--- config.mk ---
export PLATFORM = sky130hd
export DESIGN_NAME = ib_vq
export DESIGN_NICKNAME = d
export VERILOG_FILES = /design/src/rtl/sw_pkg.sv /design/src/rtl/ib_fifo.sv /design/src/rtl/ib_vq.sv
export SDC_FILE = /design/constraint.sdc
export NUM_CORES = 1
export LEC_CHECK = 0
export ABC_AREA = 1
export CAP_MARGIN = 20
export CORE_MARGIN = 5
export CORE_UTILIZATION = 30
export CTS_CLUSTER_SIZE = 24
export DETAILED_ROUTE_END_ITERATION = 8
export GPL_ROUTABILITY_DRIVEN = 1
export PLACE_DENSITY = 0.57
export SLEW_MARGIN = 15
export SYNTH_ARGS = -nofsm -noshare
export SYNTH_HDL_FRONTEND = slang
export SYNTH_HIERARCHICAL = 1
export SYNTH_SLANG_ARGS = --single-unit
export TNS_END_PERCENT = 10
--- constraint.sdc ---
create_clock -name clk -period 5.7 [get_ports clk]
set_clock_uncertainty 0.1 [all_clocks]
set_input_delay 0.855 -clock clk [delete_from_list [all_inputs] [get_ports clk]]
set_output_delay 0.855 -clock clk [all_outputs]
set_load 0.02 [all_outputs]
--- src/rtl/sw_pkg.sv ---
// Shared defaults and helpers for the switch input-buffer slice.
// Holds the output-register state type, one-hot decode and saturating counter increment.
package sw_pkg;

    localparam int PKT_W_DEF   = 32;
    localparam int PORTS_DEF   = 4;
    localparam int DST_LSB_DEF = 0;
    localparam int MAX_PORTS   = 256;
    localparam int MAX_CNT_W   = 32;

    typedef enum logic {
        ST_IDLE = 1'b0,
        ST_HOLD = 1'b1
    } vq_state_e;

    // The top bit of a packet is its valid flag.
    function automatic int valid_idx(input int pkt_w);
        return pkt_w - 1;
    endfunction

    function automatic logic [MAX_PORTS-1:0] onehot(input logic [7:0] dest);
        logic [MAX_PORTS-1:0] v;
        v       = '0;
        v[dest] = 1'b1;
        return v;
    endfunction

    // Increments, but sticks at the all-ones value of a w-bit counter.
    function automatic logic [MAX_CNT_W-1:0] sat_inc(input logic [MAX_CNT_W-1:0] v,
                                                     input int unsigned w);
        logic [MAX_CNT_W-1:0] maxv;
        maxv = {MAX_CNT_W{1'b1}} >> (MAX_CNT_W - w);
        return (v >= maxv) ? maxv : v + 1'b1;
    endfunction

endpackage

--- src/rtl/ib_fifo.sv ---
// Show-ahead FIFO for the input buffer.
// Writes while full and reads while empty are ignored; count tracks occupancy 0..DEPTH.
module ib_fifo #(
    parameter int W     = 32,
    parameter int DEPTH = 8
) (
    input  logic                     clk,
    input  logic                     rst,
    input  logic [W-1:0]             din,
    input  logic                     we,
    input  logic                     re,
    output logic [W-1:0]             dout,
    output logic                     empty,
    output logic                     full,
    output logic [$clog2(DEPTH):0]   count
);

    localparam int AW = $clog2(DEPTH);

    logic [W-1:0]  r_mem [DEPTH];
    logic [AW-1:0] r_wrPtr;
    logic [AW-1:0] r_rdPtr;
    logic [AW:0]   r_count;
    logic          w_doWrite;
    logic          w_doRead;

    assign full      = (r_count == (AW+1)'(DEPTH));
    assign empty     = (r_count == '0);
    assign w_doWrite = we && !full;
    assign w_doRead  = re && !empty;
    assign dout      = r_mem[r_rdPtr];
    assign count     = r_count;

    always_ff @(posedge clk or negedge rst) begin
        if (!rst) begin
            r_wrPtr <= '0;
            r_rdPtr <= '0;
            r_count <= '0;
        end else begin
            if (w_doWrite) r_wrPtr <= r_wrPtr + 1'b1;
            if (w_doRead)  r_rdPtr <= r_rdPtr + 1'b1;
            case ({w_doWrite, w_doRead})
                2'b10:   r_count <= r_count + 1'b1;
                2'b01:   r_count <= r_count - 1'b1;
                default: r_count <= r_count;
            endcase
        end
    end

    // Storage needs no reset: it is only read while count says the slot is live.
    always_ff @(posedge clk) begin
        if (w_doWrite) r_mem[r_wrPtr] <= din;
    end

endmodule

--- src/rtl/ib_vq.sv ---
// Switch input buffer: queues ingress packets and presents the head with a one-hot request
// to the destination arbiter, discarding bad destinations and counting drops/discards.
module ib_vq
    import sw_pkg::*;
#(
    parameter int PKT_W     = PKT_W_DEF,
    parameter int PORTS     = PORTS_DEF,
    parameter int DST_LSB   = DST_LSB_DEF,
    parameter int DEPTH     = 8,
    parameter int AF_MARGIN = 2,
    parameter int CNT_W     = 16
) (
    input  logic               clk,
    input  logic               rst,
    input  logic [PKT_W-1:0]   pkt_i,
    output logic               full,
    output logic               afull,
    output logic [PKT_W-1:0]   pkt_o,
    output logic [PORTS-1:0]   req,
    input  logic               ack,
    input  logic               clr_cnt,
    output logic [CNT_W-1:0]   drop_cnt,
    output logic [CNT_W-1:0]   bad_cnt
);

    localparam int          AW     = $clog2(DEPTH);
    localparam int          DST_W  = $clog2(PORTS);
    localparam int          VB     = valid_idx(PKT_W);
    localparam int          AF_TH  = (DEPTH > AF_MARGIN) ? DEPTH - AF_MARGIN : 0;
    localparam logic [AW:0] AF_LVL = (AW+1)'(AF_TH);

    logic [PKT_W-1:0] w_head;
    logic             w_empty;
    logic             w_fifoFull;
    logic [AW:0]      w_count;
    logic             w_we;
    logic             w_pop;
    logic             w_headGood;
    logic             w_badPop;
    logic             w_drop;
    vq_state_e        r_state;
    vq_state_e        w_nextState;
    logic [PKT_W-1:0] r_pkt;
    logic [PKT_W-1:0] w_nextPkt;
    logic [CNT_W-1:0] r_dropCnt;
    logic [CNT_W-1:0] r_badCnt;

    // Write admission uses the pre-edge occupancy, so a same-cycle pop never frees a slot.
    assign w_we   = pkt_i[VB] && !w_fifoFull;
    assign w_drop = pkt_i[VB] && w_fifoFull;

    ib_fifo #(
        .W     (PKT_W),
        .DEPTH (DEPTH)
    ) u_fifo (
        .clk   (clk),
        .rst   (rst),
        .din   (pkt_i),
        .we    (w_we),
        .re    (w_pop),
        .dout  (w_head),
        .empty (w_empty),
        .full  (w_fifoFull),
        .count (w_count)
    );

    if (PORTS == (1 << DST_W)) begin : g_allGood
        assign w_headGood = 1'b1;
    end else begin : g_destCheck
        assign w_headGood = (w_head[DST_LSB +: DST_W] < DST_W'(PORTS));
    end

    assign w_badPop = w_pop && !w_headGood;

    always_ff @(posedge clk or negedge rst) begin
        if (!rst) begin
            r_state <= ST_IDLE;
            r_pkt   <= '0;
        end else begin
            r_state <= w_nextState;
            r_pkt   <= w_nextPkt;
        end
    end

    always_comb begin
        w_nextState = r_state;
        w_nextPkt   = r_pkt;
        w_pop       = 1'b0;
        case (r_state)
            ST_IDLE: w_pop = !w_empty;
            ST_HOLD: begin
                if (ack) begin
                    w_pop       = !w_empty;
                    w_nextState = ST_IDLE;
                    w_nextPkt   = '0;
                end
            end
            default: w_nextState = ST_IDLE;
        endcase
        // A popped head either becomes the held packet or is thrown away.
        if (w_pop && w_headGood) begin
            w_nextState = ST_HOLD;
            w_nextPkt   = w_head;
        end else if (w_pop) begin
            w_nextState = ST_IDLE;
            w_nextPkt   = '0;
        end
    end

    always_ff @(posedge clk or negedge rst) begin
        if (!rst) begin
            r_dropCnt <= '0;
            r_badCnt  <= '0;
        end else begin
            if (clr_cnt)     r_dropCnt <= CNT_W'(w_drop);
            else if (w_drop) r_dropCnt <= CNT_W'(sat_inc(MAX_CNT_W'(r_dropCnt), CNT_W));
            if (clr_cnt)       r_badCnt <= CNT_W'(w_badPop);
            else if (w_badPop) r_badCnt <= CNT_W'(sat_inc(MAX_CNT_W'(r_badCnt), CNT_W));
        end
    end

    assign full     = w_fifoFull;
    assign afull    = (w_count >= AF_LVL);
    assign pkt_o    = r_pkt;
    assign req      = (r_state == ST_HOLD) ? PORTS'(onehot(8'(r_pkt[DST_LSB +: DST_W]))) : '0;
    assign drop_cnt = r_dropCnt;
    assign bad_cnt  = r_badCnt;

endmodule

==> results of run 1 <==
==> sequential cells by signal, indices dropped and copies added, names as in the netlist <==
name / count
r_state: 1
u_fifo/r_rdPtr: 3
u_fifo/r_mem: 256
drop_cnt: 16
u_fifo/count: 4
u_fifo/r_wrPtr: 3
pkt_o: 32
==> logic make-up (layout without fill, tap and decap cells) <==
family / Yosys count / count (layout)
other: 1 / 16
adder cells (fa/ha/maj): 7 / 7
XOR/XNOR: 13 / 13
flip-flops: 315 / 315
buffers and inverters: 273 / 372
AND/OR/NAND/NOR: 848 / 848
AO/OA/AOI/OAI: 51 / 51
==> synth_stat cells (2+ instances only) <==
master / count
nand3_2: 2
o21ai_0: 46
buf_6: 13
nor2_4: 2
nand2_1: 533
dfrtp_1: 59
nand2_4: 2
clkbuf_2: 3
buf_2: 22
nor2_1: 272
clkbuf_1: 9
nand4_1: 3
inv_2: 2
xnor2_1: 5
buf_4: 20
inv_1: 196
nand3_1: 18
buf_1: 7
ha_1: 6
nor3_1: 12
edfxtp_1: 256
xor2_1: 8
==> power by group <==
part	internal, W	switching (W)	leakage, nW	total [W]
Sequential	0.00291	0.000260	3.08	0.00317
Combinational	0.000932	0.00178	3.65	0.00271
Clock	0.00122	0.000917	0.526	0.00214
==> worst max path at each step <==
stage / endpoint / slack [ns]
2_1_floorplan: u_fifo/r_mem[4][0] / 1.67
4_1_cts: u_fifo/r_mem[0][6] / 2.44
3_5_place_dp: u_fifo/r_mem[0][6] / 1.91
5_1_grt: u_fifo/count[3] / 2.45
6_report: u_fifo/count[3] / 2.63
3_3_place_gp: u_fifo/r_mem[0][13] / 1.98
==> worst max-delay path: stages <==
cell and delay [ns]:
clkdlybuf4s50_1 0.68, inv_1 0.07, nor2_1 0.13, nand2_1 0.36
ha_1 0.42, ha_1 0.33, or2_2 0.30, nand2_1 0.07
nand2_1 0.04, nand3_1 0.07, nand2_1 0.05
==> through the flow <==
stage	utilization	hold slack (ns)	total power (W)	area (um^2)	setup WS, ns
floorplan	-	0.388	0.00515	14200	1.67
global placement	0.334	0.410	0.00590	15600	1.98
detailed placement	0.334	0.424	0.00596	15600	1.91
CTS	0.358	0.391	0.00814	16700	2.44
global route	0.358	0.442	0.00861	16700	2.45
finish	0.358	0.365	0.00802	16700	2.63
==> cell type report <==
class	count	area (um^2)	share of cell area
Multi-Input combinational cell	935	3880	0.232
Clock inverter	15	110	0.00659
Tap cell	607	759	0.0454
Timing Repair Buffer	109	1060	0.0636
Sequential cell	315	9170	0.549
Clock buffer	50	983	0.0588
Inverter	198	743	0.0445
==> per-layer routing <==
layer  up-vias  part of all wire  track usage
li1       4820                 -            -
met1      4451              0.47        0.163
met2       162              0.48        0.201
met3        35             0.039       0.0200
met4         2             0.017       0.0285
met5         -           0.00041            0
==> impl_metrics.csv, run 1 <==
group,metric,value,unit
worst_setup_path,crit_arrival,3.38,ns
sta,finalCritPeriodShare,0.539,
worst_setup_path,worstSetupStartpointType,"primary input",
clock_tree,cts-buffers-inserted,36,
yosys,synth_compound_area_frac,0.0187,
yosys,yosys.area_share.xor_xnor,0.00803,
yosys,yosysTopAreaCellShare,0.542,
yosys,yosys.area.top_type,"edfxtp_1",
worst_setup_path,regToRegSetupSlack,2.85,ns
drt,wirelength,31.4,mm
pwr,power-per-cell-area,480,mW/mm^2
drt,post_drt_wl_per_cell,14.1,um
die,io_pins,106,
drt,ant_nets,0,
cells_and_area,layout.cells.non_filler,2229,
worst_setup_path,cp_max_fo,13,
clock_tree,cts_hold_buf,0,
clock_tree,clkTransAtPathRegs,0.06,ns
drt,vias,9470,
clock_tree,htreeDepth,2,
yosys,synth_cells,1508,
cells_and_area,n_antenna_cell,0,
clock_tree,cts.sinks,315,
global_routing,gr-usage-all-layers,0.120,
placement,place.port_buffers,89,
yosys,syn_area_per_cell,9.40,um^2
yosys,syn_area,0.0142,mm^2
sta,relSlewSlack,0.306,
clock_tree,post_cts_buffers,0,
yosys,netlist_top_cells_area,"edfxtp_1, nand2_1, dfrtp_1",
yosys,yosysWarnings,6,
sta,drv_slew,0,
yosys,ys_ff_latch,315,
placement,place_congestion,0.766,
cells_and_area,final_cell_mix,"nand2_1, nor2_1, edfxtp_1",
drt,drtIter0Drc,608,
drt,via_per_inst,4.25,
global_routing,grt_max_degree,159,
die,row_count,79,
sta,tns,0,ns
yosys,synth-simple-area-share,0.232,
global_routing,grt_pass1_wl,49.3,mm
yosys,synthFlopType,"edfxtp_1",
yosys,seq_area_frac_synth,0.647,
clock_tree,tritoncts,"built",
job,drv_cap,0,
worst_setup_path,critPathKind,"primary input to flop",
yosys,synth_top_family_by_area,"simple AND/OR/NAND/NOR gates",
cells_and_area,drive_gt1_frac,0.0580,
drt,drt-pass1-iter-count,5,
cells_and_area,fillers,4701,
pwr,ir_drop,0.351,mV
die,fp.dieW,227,um
global_routing,grt_pass1_vias,9010,
clock_tree,worstSkewPairLatency,0.53,ns
yosys,synth.distinct_cells,34,
clock_tree,root_buffer,"clkbuf_16",
global_routing,antenna_found_initial,1,
sta,min_period,3.07,ns
yosys,synth_fa_ha_area_frac,0.00671,
die,initial_core_util,0.304,
cells_and_area,final_common_cell,"nand2_1",
yosys,synth-edff-count,256,
worst_setup_path,critPathRequiredTime,6.01,ns
cells_and_area,area_growth,17.9,%
clock_tree,cts_max_path_buffers,3,
yosys,synthMuxAreaShare,0,
yosys,synth-async-reset-ratio,0.187,
status,outcome,"completed",
sta,hold_violations,0,
cells_and_area,nets,1638,
sta,rsz0062_at_grt,"no",
placement,dp_hpwl,18.5,mm
worst_setup_path,reg2reg_to,"u_fifo/count[3]",
die,die_area,0.0517,mm^2
drt,drcViolationCount,0,
clock_tree,cts_resized,0,
worst_setup_path,worstSetupStartpoint,"pkt_i[31]",
sta,worst_pin_slew,1.04,ns
die,core_area,0.0467,mm^2
pwr,p_leak,7.26,nW
worst_setup_path,crit_path_end_kind,"flop",
worst_setup_path,r2r_start,"u_fifo/count[3]",
die,die_h,227,um
sta,clock.fmax,325,MHz
sta,setup_violations,0,
global_routing,grt_overflow_total,0,
placement,post-place-cells,2162,
worst_hold_path,hold_path.class,"primary input to asynchronous set/reset pin",
worst_setup_path,reg2regPathDepth,14,
(Power assumes the default switching activity.)
==> run 2, diff against run 1 <==
--- a/config.mk
+++ b/config.mk
@@ -12,7 +12,7 @@
 export CTS_CLUSTER_SIZE = 24
 export DETAILED_ROUTE_END_ITERATION = 8
 export GPL_ROUTABILITY_DRIVEN = 1
-export PLACE_DENSITY = 0.57
+export PLACE_DENSITY = 0.59
 export SLEW_MARGIN = 15
 export SYNTH_ARGS = -nofsm -noshare
 export SYNTH_HDL_FRONTEND = slang
==> constraint.sdc (replaced) <==
create_clock -name clk -period 2.5 [get_ports clk]
set_clock_uncertainty 0.1 [all_clocks]
set_input_delay 0.375 -clock clk [delete_from_list [all_inputs] [get_ports clk]]
set_output_delay 0.375 -clock clk [all_outputs]
set_load 0.02 [all_outputs]
==> impl_metrics.csv, run 2 (same netlist as run 1, synthesis figures left out) <==
group,metric,value,unit
status,outcome,"completed",
drt,wirelength,33.7,mm
cells_and_area,final-seq-area,0.00917,mm^2
pwr,power-per-cell-area,1120,mW/mm^2
cells_and_area,final_common_cell,"nand2_1",
worst_hold_path,hold_path.class,"primary input to asynchronous set/reset pin",
clock_tree,post_cts_buffers,0,
die,io_pins,106,
worst_setup_path,reg2regPathDepth,12,
placement,dp_hpwl,21.4,mm
cells_and_area,final_cell_mix,"nand2_1, nor2_1, edfxtp_1",
sta,drv_slew,0,
pwr,power,0.0192,W
cells_and_area,area_growth,20.9,%
worst_setup_path,crit_slowest_cell,"clkdlybuf4s50_1",
worst_setup_path,regToRegSetupSlack,0.20,ns
cells_and_area,layout.cells.non_filler,2248,
clock_tree,root_buffer,"clkbuf_16",
cells_and_area,fillers,4570,
clock_tree,cts_max_path_buffers,3,
worst_setup_path,critPathMaxStageDelay,0.63,ns
worst_setup_path,crit_buf_inv,2,
placement,post-place-cells,2182,
sta,finalCritPeriodShare,0.933,
worst_setup_path,crit_path_end_kind,"output pin",
worst_setup_path,critPathKind,"flop to output pin",
worst_setup_path,worstSetupStartpoint,"r_state",
worst_setup_path,reg2reg_to,"u_fifo/count[3]",
sta,rsz0062_at_grt,"no",
clock_tree,cts.sinks,315,
global_routing,gr-usage-all-layers,0.128,
placement,place_congestion,0.821,
drt,post_drt_wl_per_cell,15.0,um
global_routing,grt_overflow_total,0,
clock_tree,tritoncts,"built",
die,die_h,227,um
sta,min_period,2.33,ns
worst_setup_path,crit_family,"buffers and inverters",
global_routing,grt_max_degree,72,
die,row_count,79,
drt,vias,9654,
job,drv_cap,0,
die,fp.dieW,227,um
drt,drcViolationCount,0,
sta,hold_violations,0,
placement,place.port_buffers,89,
drt,ant_nets,0,
worst_setup_path,cp_cell_sequence,"inv_1 -> nor3_1 -> clkdlybuf4s50_1",
sta,worst_pin_slew,0.835,ns
global_routing,grt_pass1_wl,52.0,mm
drt,drtIter0Drc,725,
global_routing,grt_pass1_vias,9222,
cells_and_area,final_area,0.0171,mm^2
drt,via_per_inst,4.29,
worst_setup_path,worstSetupStartpointType,"flop",
global_routing,antenna_found_initial,1,
placement,placed_area,0.0159,mm^2
clock_tree,cts-buffers-inserted,36,
cells_and_area,fin_util,0.367,
sta,clock.fmax,429,MHz
cells_and_area,nets,1657,
cells_and_area,regMostFlops,"u_fifo/r_mem",
clock_tree,htreeDepth,2,
clock_tree,clkTransAtPathRegs,0.06,ns
sta,relSlewSlack,0.443,
die,die_area,0.0517,mm^2
cells_and_area,drive_gt1_frac,0.0701,
clock_tree,worstSkewPairLatency,0.52,ns
pwr,ir_drop,0.459,mV
worst_setup_path,critPathRequiredTime,2.03,ns
worst_setup_path,cp_max_fo,6,
worst_setup_path,r2r_start,"u_fifo/count[2]",
sta,setup_violations,0,
worst_setup_path,crit_arrival,1.86,ns
cells_and_area,largest_reg_flops,256,
cells_and_area,multi_input_area,0.00393,mm^2
die,core_area,0.0467,mm^2
pwr,p_leak,7.49,nW
die,initial_core_util,0.304,
cells_and_area,n_antenna_cell,0,
sta,tns,0,ns
drt,drt-pass1-iter-count,7,
run 2: through the flow:
stage,setup WS (ns),hold slack (ns)
after floorplan,-0.396,-0.0206
after global placement,0.0712,0.280
after detailed placement,-0.00573,0.281
after CTS,0.0441,0.279
after global routing,0.0303,0.317
final,0.168,0.281
run 2: timing repair:
| action | CTS | global route |
|---|---|---|
| hold buffers | 1 | 0 |
| endpoints found under the hold margin | 34 | 0 |
| setup endpoints to repair | 0 | 1 |
| gates resized for setup | 0 | 1 |
run 2: final cells by class:
class / count / area share
sequential: 315 / 0.535
multi-input combinational: 935 / 0.230
timing repair buffer: 128 / 0.0787
clock buffer: 45 / 0.0551
tap: 607 / 0.0443
inverter: 198 / 0.0434
clock inverter: 20 / 0.0135
run 2: worst max-delay path by stage:
stage / slack, ns / cells after the start / to
6_report: 0.17 / 3 / req[3]
5_1_grt: 0.03 / 12 / u_fifo/count[3]
4_1_cts: 0.04 / 4 / full
3_5_place_dp: -0.006 / 12 / u_fifo/count[3]
3_3_place_gp: 0.07 / 11 / u_fifo/count[3]
2_1_floorplan: -0.40 / 7 / u_fifo/r_mem[0][0]
run 2: routing by layer:
metal | track usage | vias up | routed length [um]
met5 | 0 | - | 13
met4 | 0.0311 | 2 | 642
met3 | 0.0309 | 52 | 1990
met2 | 0.213 | 208 | 15900
met1 | 0.171 | 4538 | 15200
li1 | - | 4854 | -
run 2: report_power, final:
part / total, W / switching [W] / internal [W] / leakage, nW
registers: 0.00713 / 0.000486 / 0.00664 / 3.08
clock network: 0.00524 / 0.00204 / 0.00320 / 0.577
logic: 0.00681 / 0.00442 / 0.00239 / 3.83
total: 0.0192 / 0.00694 / 0.0122 / 7.49
==> run 3, diff against run 2 <==
--- a/config.mk
+++ b/config.mk
@@ -12,6 +12,7 @@
 export CTS_CLUSTER_SIZE = 24
 export DETAILED_ROUTE_END_ITERATION = 8
 export GPL_ROUTABILITY_DRIVEN = 1
+export HOLD_SLACK_MARGIN = 0.05
 export PLACE_DENSITY = 0.59
 export SLEW_MARGIN = 15
 export SYNTH_ARGS = -nofsm -noshare
==> results of run 3 <==
Final layout, timing and power as in run 2 (identical DEF).
